==> src/rtl/robo.sv <==
// robo: left-wall-following maze robot control FSM
module robo (
  input  logic clock,
  input  logic reset,
  input  logic head,
  input  logic left,
  output logic avancar,
  output logic girar
);
  typedef enum logic [2:0] {
    SEARCH = 3'd0,
    FOLLOW = 3'd1,
    TURNED = 3'd2,
    RIGHT1 = 3'd3,
    RIGHT2 = 3'd4
  } state_t;
  state_t state, nxt, f_st;
  logic   decide, av_n, gi_n, f_av;
  // Alternate DECIDE/IDLE edges; commands and state advance only on DECIDE edges
  always_ff @(posedge clock) begin
    if (!reset) begin
      state   <= SEARCH;
      decide  <= 1'b1;
      avancar <= 1'b0;
      girar   <= 1'b0;
    end else if (decide) begin
      state   <= nxt;
      decide  <= 1'b0;
      avancar <= av_n;
      girar   <= gi_n;
    end else begin
      decide  <= 1'b1;
      avancar <= 1'b0;
      girar   <= 1'b0;
    end
  end
  // Next-state and command decode; a right turn is three CCW rotations via RIGHT1/RIGHT2
  always_comb begin
    f_av = left & ~head;
    f_st = !left ? TURNED : head ? RIGHT1 : FOLLOW;
    nxt  = SEARCH;
    av_n = 1'b0;
    gi_n = 1'b0;
    case (state)
      SEARCH: begin
        av_n = ~head;
        gi_n = head;
        nxt  = head ? RIGHT1 : left ? FOLLOW : SEARCH;
      end
      FOLLOW: begin
        av_n = f_av;
        gi_n = ~f_av;
        nxt  = f_st;
      end
      TURNED: begin
        av_n = ~head;
        gi_n = head;
        nxt  = !head ? FOLLOW : f_st;
      end
      RIGHT1: begin
        gi_n = 1'b1;
        nxt  = RIGHT2;
      end
      RIGHT2: begin
        gi_n = 1'b1;
        nxt  = FOLLOW;
      end
      default: ;
    endcase
  end
endmodule

==> config.mk <==
export PLATFORM = sky130hd
export DESIGN_NAME = robo
export DESIGN_NICKNAME = d
export VERILOG_FILES = /design/src/rtl/robo.sv
export SDC_FILE = /design/constraint.sdc
export NUM_CORES = 1
export LEC_CHECK = 0
export CORE_AREA = 2 2 39 41
export CTS_CLUSTER_DIAMETER = 120
export DETAILED_ROUTE_END_ITERATION = 10
export DIE_AREA = 0 0 41 43
export PLACE_DENSITY = 0.36
export SKIP_CTS_REPAIR_TIMING = 1
export SYNTH_ARGS = -nofsm -noshare
export SYNTH_HDL_FRONTEND = slang
export SYNTH_SLANG_ARGS = --single-unit
export TNS_END_PERCENT = 30
==> constraint.sdc <==
create_clock -name clock -period 1.3 [get_ports clock]
set_input_delay 0.195 -clock clock [delete_from_list [all_inputs] [get_ports clock]]
set_output_delay 0.195 -clock clock [all_outputs]
set_load 0.05 [all_outputs]
==> impl_metrics.csv, run 1 <==
group,metric,value,unit
outcome,outcome,"complete, no violations",
worst_setup_path,r2r-end,"state[0]",
floorplan,die_h,43,µm
timing,finClkSkew,0.000451,ns
min_path,hold_path_depth,1,
layout,num-fill-cells,146,
worst_setup_path,critPathMaxStageDelay,0.49,ns
global_routing,grt_pass1_wl,917,µm
cts,numCtsBuffers,3,
placed_design,io_buffers,5,
drt,wl_met2,227,µm
min_path,min_to,"state[1]",
placed_design,placedInstanceArea,347,µm²
layout,nets,42,
synthesis,syn-num-nets,30,
synthesis,synth-seq-cells,6,
synthesis,synthFlopType,"dfxtp_1",
drt,wire_per_inst,9.96,µm
power_and_ir_drop,ir_worst_vdd,624,µV
min_path,hp-start,"decide",
timing,slew_headroom,0.862,
worst_setup_path,cp-start-kind,"input pin",
worst_setup_path,arrival,1.20,ns
global_routing,grt_max_degree,8,
timing,hold_viol_final,0,
timing,rsz0062_at_grt,"false",
layout,layout-drive-gt1-share,0.250,
drt,wl_met3,46,µm
synthesis,async_reset_ff_frac,0,
drt,highest_layer,"met3",
placed_design,gp_congestion,0.760,
synthesis,syn_area_per_cell,9.29,µm²
layout,stdcell_area,369,µm²
power_and_ir_drop,leakage,0.149,nW
job,drv_cap,0,
synthesis,synth_cell_type_count,16,
drt,wl_met1,244,µm
synthesis,synth_common_cells,"6 x dfxtp_1, 3 x a21oi_1, 2 x inv_1, 2 x nand3_1, 2 x o21ai_0",
layout,syn_to_final_growth,52.8,%
cts,path_clk_slew,0.04,ns
drt,first_pass_iters,4,
timing,tightest_slew,0.205,ns
floorplan,coreArea,1380,µm²
worst_setup_path,cp.required,1.48,ns
cts,cts_buffer_depth,2,
timing,slew_viol_final,0,
synthesis,postSynthCellCount,26,
global_routing,grt_overflow,0,
worst_setup_path,cp_cell_sequence,"clkdlybuf4s50_1 -> nand2_2 -> o41a_1 -> o21ai_1",
synthesis,ys_seq_area_frac,0.497,
drt,vias,227,
global_routing,grt_pass1_vias,215,
timing,period_share,0.790,
cts,cts_root_buf,"clkbuf_4",
floorplan,die_area,1760,µm²
power_and_ir_drop,power_density,1290,nW/µm²
floorplan,num_io_pins,6,
cts,clk_latency,0.24,ns
floorplan,initial_utilization,0.175,
worst_setup_path,end_kind,"register",
floorplan,die_w,41,µm
synthesis,synth-edff-count,0,
worst_setup_path,r2r_slack,0.28,ns
floorplan,placementRows,14,
global_routing,gr-usage-all-layers,0.0863,
cts,clkSinkCount,6,
timing,fmax,974,MHz
cts,htreeDepth,1,
synthesis,ys_top_cells_by_area,"dfxtp_1 50%, a21oi_1 6.2%, o41a_1 4.7%, and3b_2 4.1%, mux2i_1 4.1%",
worst_setup_path,r2r_cells,3,
drt,drt_iter0_drc,10,
worst_setup_path,crit_type,"in2reg",
timing,setup_violations,0,
synthesis,synth_top_area_frac,0.497,
layout,antenna_cells,0,
timing,min_period,1.03,ns
global_routing,antenna_found_initial,0,
min_path,hp-class,"reg2reg",
placed_design,dp_hpwl,397,µm
synthesis,yosys.area.top_type,"dfxtp_1",
synthesis,synth.most_common_cell,"dfxtp_1",
timing,tns,0,ns
drt,wl,518,µm
cts,cts_tree,"done",
worst_setup_path,crit_slowest_cell,"clkdlybuf4s50_1",
drt,postRouteAntennaNets,0,
drt,viasPerCell,4.37,
drt,drt_drc_violations_left,0,
worst_setup_path,rr_startpoint,"decide",
synthesis,synth_area,241,µm²
synthesis,yosys_warnings,0,
worst_setup_path,cp_max_fo,3,
worst max-delay path, delay by kind of cell:
family,cells,cell delay (ns)
AOI/OAI and AO/OA,2,0.44
buffers and inverters,1,0.49
and+or+nand+nor,1,0.08
registers in the layout (all words and copies together) (netlist names):
register	flops
state	3
avancar	1
decide	1
girar	1
layout by cell type (no fill, tap or decap):
master / instances
o41a_1: 1
a211o_1: 1
buf_12: 2
and3b_2: 1
o22ai_1: 1
clkdlybuf4s50_1: 3
o21ai_0: 2
inv_1: 2
nand3_1: 2
nand2_2: 1
nand2_1: 1
dfxtp_1: 6
o21ai_1: 1
mux2i_1: 1
nand3b_1: 1
clkbuf_4: 3
and2_1: 1
a21oi_1: 3
buf_4: 2
nor2_1: 1
through the flow:
stage	cells	util	total power [W]	hold slack (ns)	worst slack (ns)
after floorplan	26	-	0.000260	0.292	0.370
after detailed placement	49	0.250	0.000307	0.514	0.0154
after CTS	52	0.267	0.000487	0.528	0.275
after global placement	49	0.250	0.000307	0.527	0.0162
after global routing	52	0.267	0.000517	0.551	0.203
final	52	0.267	0.000475	0.520	0.273
per-layer routing:
metal	vias to the layer above	GRT usage
met1	103	0.0994
li1	117	-
met3	0	0.0942
met2	7	0.0969
met5	-	0
met4	0	0.0400
where the power goes:
| group | internal (W) | switching, W |
|---|---|---|
| sequential | 0.000200 | 0.0000205 |
| clock | 0.000104 | 0.0000672 |
| combinational | 0.0000457 | 0.0000370 |
worst max-delay path by stage:
stage	slack, ns	startpoint	endpoint	cells past startpoint
after floorplan	0.37	decide	state[0]	3
after global placement	0.02	reset	state[0]	4
after detailed placement	0.02	reset	state[0]	4
after CTS	0.27	reset	state[1]	4
after global routing	0.20	decide	state[0]	3
final	0.27	reset	state[0]	4
area by class of cell:
cell class | instances | area [µm²] | area share
inverter | 2 | 7.51 | 0.0203
tap | 16 | 20.0 | 0.0542
clock buffer | 3 | 22.5 | 0.0610
timing repair buffer | 7 | 85.1 | 0.231
multi-input combinational | 18 | 114 | 0.308
sequential | 6 | 120 | 0.325
cell families after synthesis:
group	synth area share
flops	0.497
compound gates	0.233
simple gates	0.197
mux	0.0415
buf+inv	0.0311
(Power assumes the default switching activity.)
==> inputs of run 2 (changes only) <==
PLACE_DENSITY = 0.37   (was 0.36)
clock period = 0.85 ns   (was 1.3 ns; I/O delays follow)
==> run 2 against run 1 <==
Against the previous run:
- sequential power grew 52%
- clock skew is essentially flat
- via count grew 7.0%
- first-iteration DRC count shrank 70%
- design area grew 15%
- non-clock buffer count grew 4
- the run now ends with negative setup slack left
==> impl_metrics.csv, run 2 (synthesized netlist as in run 1, its figures left out) <==
group,metric,value,unit
power_and_ir_drop,total_power,0.000751,W
drt,wire_per_inst,9.25,µm
power_and_ir_drop,p_clk_frac,0.353,
floorplan,die_w,41,µm
drt,drt_iter0_drc,3,
worst_setup_path,cp.required,1.02,ns
floorplan,initial_utilization,0.175,
power_and_ir_drop,p_seq_frac,0.449,
cts,cts_tree,"done",
worst_setup_path,crit_type,"reg2reg",
timing,slew_viol_final,0,
global_routing,gr-usage-all-layers,0.0624,
timing,setup_violations,2,
cts,cts_buffer_depth,2,
layout,antenna_cells,0,
global_routing,gr-usage-met1,0.0812,
cts,htreeDepth,1,
layout,layout-drive-gt1-share,0.525,
cts,path_clk_slew,0.05,ns
power_and_ir_drop,swShare,0.265,
timing,slew_headroom,0.898,
floorplan,die_h,43,µm
global_routing,grt_overflow,0,
layout,mostFrequentLayoutCells,"6 x buf_4, 5 x dfxtp_2, 3 x a21oi_1, 3 x clkbuf_4",
layout,largest-register,"state",
power_and_ir_drop,ir_worst_vdd,606,µV
timing,finClkSkew,0.000607,ns
layout,nets,46,
min_path,min_to,"decide",
global_routing,use_met2,0.0781,
worst_setup_path,r2r_cells,3,
min_path,hp-class,"in2reg",
global_routing,antenna_found_initial,0,
layout,largest_reg_flops,3,
timing,hold_viol_final,0,
floorplan,die_area,1760,µm²
floorplan,num_io_pins,6,
worst_setup_path,arrival,1.08,ns
min_path,hold_path_depth,3,
floorplan,coreArea,1380,µm²
layout,stdcell_area,423,µm²
worst_setup_path,rr_startpoint,"state[2]",
timing,tightest_slew,0.151,ns
timing,fmax,1100,MHz
outcome,outcome,"complete, but fails checks",
placed_design,placedInstanceArea,379,µm²
global_routing,top_usage_layer,"met1",
cts,cts_root_buf,"clkbuf_4",
layout,final_common_cell,"buf_4",
power_and_ir_drop,p_comb_frac,0.199,
drt,wl,518,µm
drt,viasPerCell,4.34,
power_and_ir_drop,leakage,0.192,nW
min_path,hp-start,"reset",
timing,period_share,1.07,
timing,tns,-0.0985,ns
global_routing,use_met3,0.0314,
power_and_ir_drop,power.internal,0.000553,W
placed_design,gp_congestion,0.777,
cts,clkSinkCount,6,
floorplan,placementRows,14,
outcome,violations,"negative setup slack",
worst_setup_path,cp-start-kind,"register",
drt,vias,243,
power_and_ir_drop,p_switching,0.000199,W
drt,postRouteAntennaNets,0,
drt,first_pass_iters,4,
timing,setup_ws,-0.0604,ns
job,drv_cap,0,
worst_setup_path,r2r_slack,-0.06,ns
global_routing,grt_pass1_vias,193,
worst_setup_path,r2r-end,"state[0]",
placed_design,io_buffers,5,
timing,min_period,0.910,ns
global_routing,grt_max_degree,8,
drt,drt_drc_violations_left,0,
worst_setup_path,cp_max_fo,4,
global_routing,grt_pass1_wl,724,µm
placed_design,dpl.cell_count,53,
layout,syn_to_final_growth,75.1,%
power_and_ir_drop,power_density,1780,nW/µm²
timing,rsz0062_at_grt,"true",
cts,clk_latency,0.24,ns
cts,numCtsBuffers,3,
worst_setup_path,end_kind,"register",
layout,instances_no_fill,56,
-- run 2: cell count changes in the layout (fill, tap and decap cells not counted), sizes merged --
cell           delta
buf               +4
clkdlybuf4s50     -2
dlymetal6s2s      +2
-- run 2: worst max path at each step --
stage | from | to | slack (ns) | cells past startpoint
final | state[2] | state[0] | -0.06 | 3
after global routing | state[2] | state[0] | -0.08 | 3
after CTS | state[0] | state[0] | -0.08 | 2
after detailed placement | head | state[0] | -0.32 | 4
after global placement | head | state[0] | -0.32 | 4
after floorplan | state[0] | state[0] | -0.01 | 2
-- run 2: layout make-up --
type	count	area (µm²)
Multi-Input combinational cell	18	123
Fill cell	143	961
Sequential cell	6	130
Timing Repair Buffer	11	120
Inverter	2	7.51
Clock buffer	3	22.5
Tap cell	16	20.0
-- run 2: metal layers --
| metal | routed length, µm | share of wire | vias to the layer above |
|---|---|---|---|
| met4 | 11 | 0.021 | 0 |
| met1 | 206 | 0.40 | 112 |
| met5 | 0 | 0 | - |
| met3 | 24 | 0.046 | 2 |
| met2 | 276 | 0.53 | 5 |
| li1 | - | - | 124 |
-- run 2: per-stage QoR --
step	hold slack (ns)	setup WS [ns]	utilization
4_1_cts	0.537	-0.0814	0.290
6_report	0.231	-0.0604	0.306
2_1_floorplan	0.215	-0.0129	-
3_3_place_gp	0.537	-0.317	0.274
5_1_grt	0.256	-0.0836	0.306
3_5_place_dp	0.527	-0.315	0.274
-- run 2: power groups by stage --
| stage | registers (W) | logic, W | clock network (W) |
|---|---|---|---|
| 2_1_floorplan | 0.000358 | 0.0000412 | 0 |
| 3_3_place_gp | 0.000341 | 0.000145 | 0 |
| 3_5_place_dp | 0.000340 | 0.000143 | 0 |
| 4_1_cts | 0.000334 | 0.000143 | 0.000270 |
| 5_1_grt | 0.000340 | 0.000162 | 0.000287 |
| 6_report | 0.000337 | 0.000149 | 0.000265 |
-- run 2: critical path, stage by stage (launching register included) --
cell	delay (ns)
dfxtp_4	0.36
nor2_2	0.05
o41a_1	0.36
o21ai_1	0.08
==> inputs of run 3 (changes only) <==
GPL_TIMING_DRIVEN = 0   (was not set)
==> run 3 against run 2 <==
Against the previous run:
- the run still ends with negative setup slack left
- routed wire length down 10%
- design area down 14%
- utilization down 4.2 points
- fmax down 2.0%
- critical endpoint unchanged
- largest cell class unchanged
- largest power group unchanged
==> impl_metrics.csv, run 3 (synthesized netlist as in run 1, its figures left out) <==
group,metric,value,unit
layout,num-fill-cells,150,
worst_setup_path,cpLargestDelayFamily,"compound AO/OA/AOI/OAI gates",
floorplan,die_w,41,µm
timing,setup_ws,-0.0789,ns
floorplan,num_io_pins,6,
placed_design,place_ws,-0.394,ns
global_routing,grt_max_degree,8,
floorplan,coreArea,1380,µm²
layout,largest-register,"state",
timing,tightest_slew,0.188,ns
drt,viasPerCell,4.43,
cts,clk_latency,0.24,ns
worst_setup_path,critPathMaxStageDelay,0.36,ns
placed_design,dpl.cell_count,47,
drt,drt_drc_violations_left,0,
global_routing,gr-usage-all-layers,0.0643,
cts,cts_tree,"done",
placed_design,gp_congestion,0.757,
power_and_ir_drop,power_density,1940,nW/µm²
drt,postRouteAntennaNets,0,
drt,drt_iter0_drc,1,
cts,clkSinkCount,6,
drt,first_pass_iters,2,
timing,tns,-0.140,ns
drt,vias,226,
floorplan,placementRows,14,
worst_setup_path,end_kind,"register",
timing,fmax,1080,MHz
power_and_ir_drop,leakage,0.163,nW
layout,largest_reg_flops,3,
timing,min_period,0.929,ns
timing,rsz0062_at_grt,"true",
layout,layout-drive-gt1-share,0.429,
job,drv_cap,0,
timing,slew_viol_final,0,
worst_setup_path,cp-startpoint,"state[2]",
timing,period_share,1.09,
layout,mostFrequentLayoutCells,"5 x dfxtp_2, 3 x a21oi_1, 3 x clkbuf_4",
floorplan,die_area,1760,µm²
global_routing,antenna_found_initial,0,
cts,cts_root_buf,"clkbuf_4",
worst_setup_path,crit_slowest_cell,"dfxtp_2",
placed_design,dp_hpwl,332,µm
global_routing,grt_overflow,0,
layout,instances_no_fill,51,
cts,numCtsBuffers,3,
layout,final_common_cell,"dfxtp_2",
layout,syn_to_final_growth,51.3,%
cts,path_clk_slew,0.05,ns
floorplan,initial_utilization,0.175,
cts,cts_buffer_depth,2,
timing,finClkSkew,0.00511,ns
drt,wl,465,µm
timing,setup_violations,2,
worst_setup_path,cp_max_fo,4,
timing,hold_viol_final,0,
worst_setup_path,cp_cell_sequence,"nor2_2 -> o41a_1 -> o21ai_1",
global_routing,grt_pass1_wl,710,µm
worst_setup_path,arrival,1.10,ns
global_routing,grt_pass1_vias,193,
timing,holdWs,0.194,ns
min_path,hp-start,"reset",
worst_setup_path,cp.buffers_inverters,0,
timing,slew_headroom,0.873,
worst_setup_path,rr_startpoint,"state[2]",
cts,htreeDepth,1,
placed_design,io_buffers,5,
drt,wire_per_inst,9.12,µm
worst_setup_path,crit_type,"reg2reg",
min_path,hp-class,"in2reg",
outcome,outcome,"complete, but fails checks",
worst_setup_path,cp.required,1.02,ns
floorplan,die_h,43,µm
worst_setup_path,cp-start-kind,"register",
power_and_ir_drop,ir_worst_vdd,618,µV
power_and_ir_drop,total_power,0.000709,W
outcome,violations,"negative setup slack",
layout,nets,41,
layout,antenna_cells,0,
run 3: metrics by stage:
step	cell area [µm²]	util
finish	365	0.264
global route	365	0.264
CTS	337	0.243
detailed placement	314	0.227
global placement	314	0.227
floorplan	244	-
run 3: layout make-up:
cell class / count / area, µm² / share of cell area
sequential: 6 / 130 / 0.356
multi-input combinational: 18 / 116 / 0.318
timing repair buffer: 6 / 68.8 / 0.188
clock buffer: 3 / 22.5 / 0.0616
tap: 16 / 20.0 / 0.0548
inverter: 2 / 7.51 / 0.0205
run 3: path summary, 6_finish.rpt:
path	slack, ns	cells past startpoint	to
max reg2reg	-0.08	3	state[0]
max	-0.08	3	state[0]
min reg2reg	0.48	1	decide
min	0.19	2	decide
run 3: worst register-to-register path, stage by stage (launching register included):
cell	delay, ns
dfxtp_2	0.36
nor2_2	0.06
o41a_1	0.36
o21ai_1	0.08
run 3: routing by layer:
layer	track usage	part of all wire	up-vias
li1	-	-	113
met1	0.0645	0.42	106
met2	0.0813	0.50	5
met3	0.0471	0.071	2
met4	0.0600	0.0086	0
met5	0	0	-
run 3: power by group:
| group | leakage [nW] | switching, W | internal [W] |
|---|---|---|---|
| Combinational | 0.0980 | 0.0000547 | 0.0000543 |
| Sequential | 0.0516 | 0.0000297 | 0.000310 |
| Clock | 0.0138 | 0.000101 | 0.000160 |
| Total | 0.163 | 0.000186 | 0.000524 |
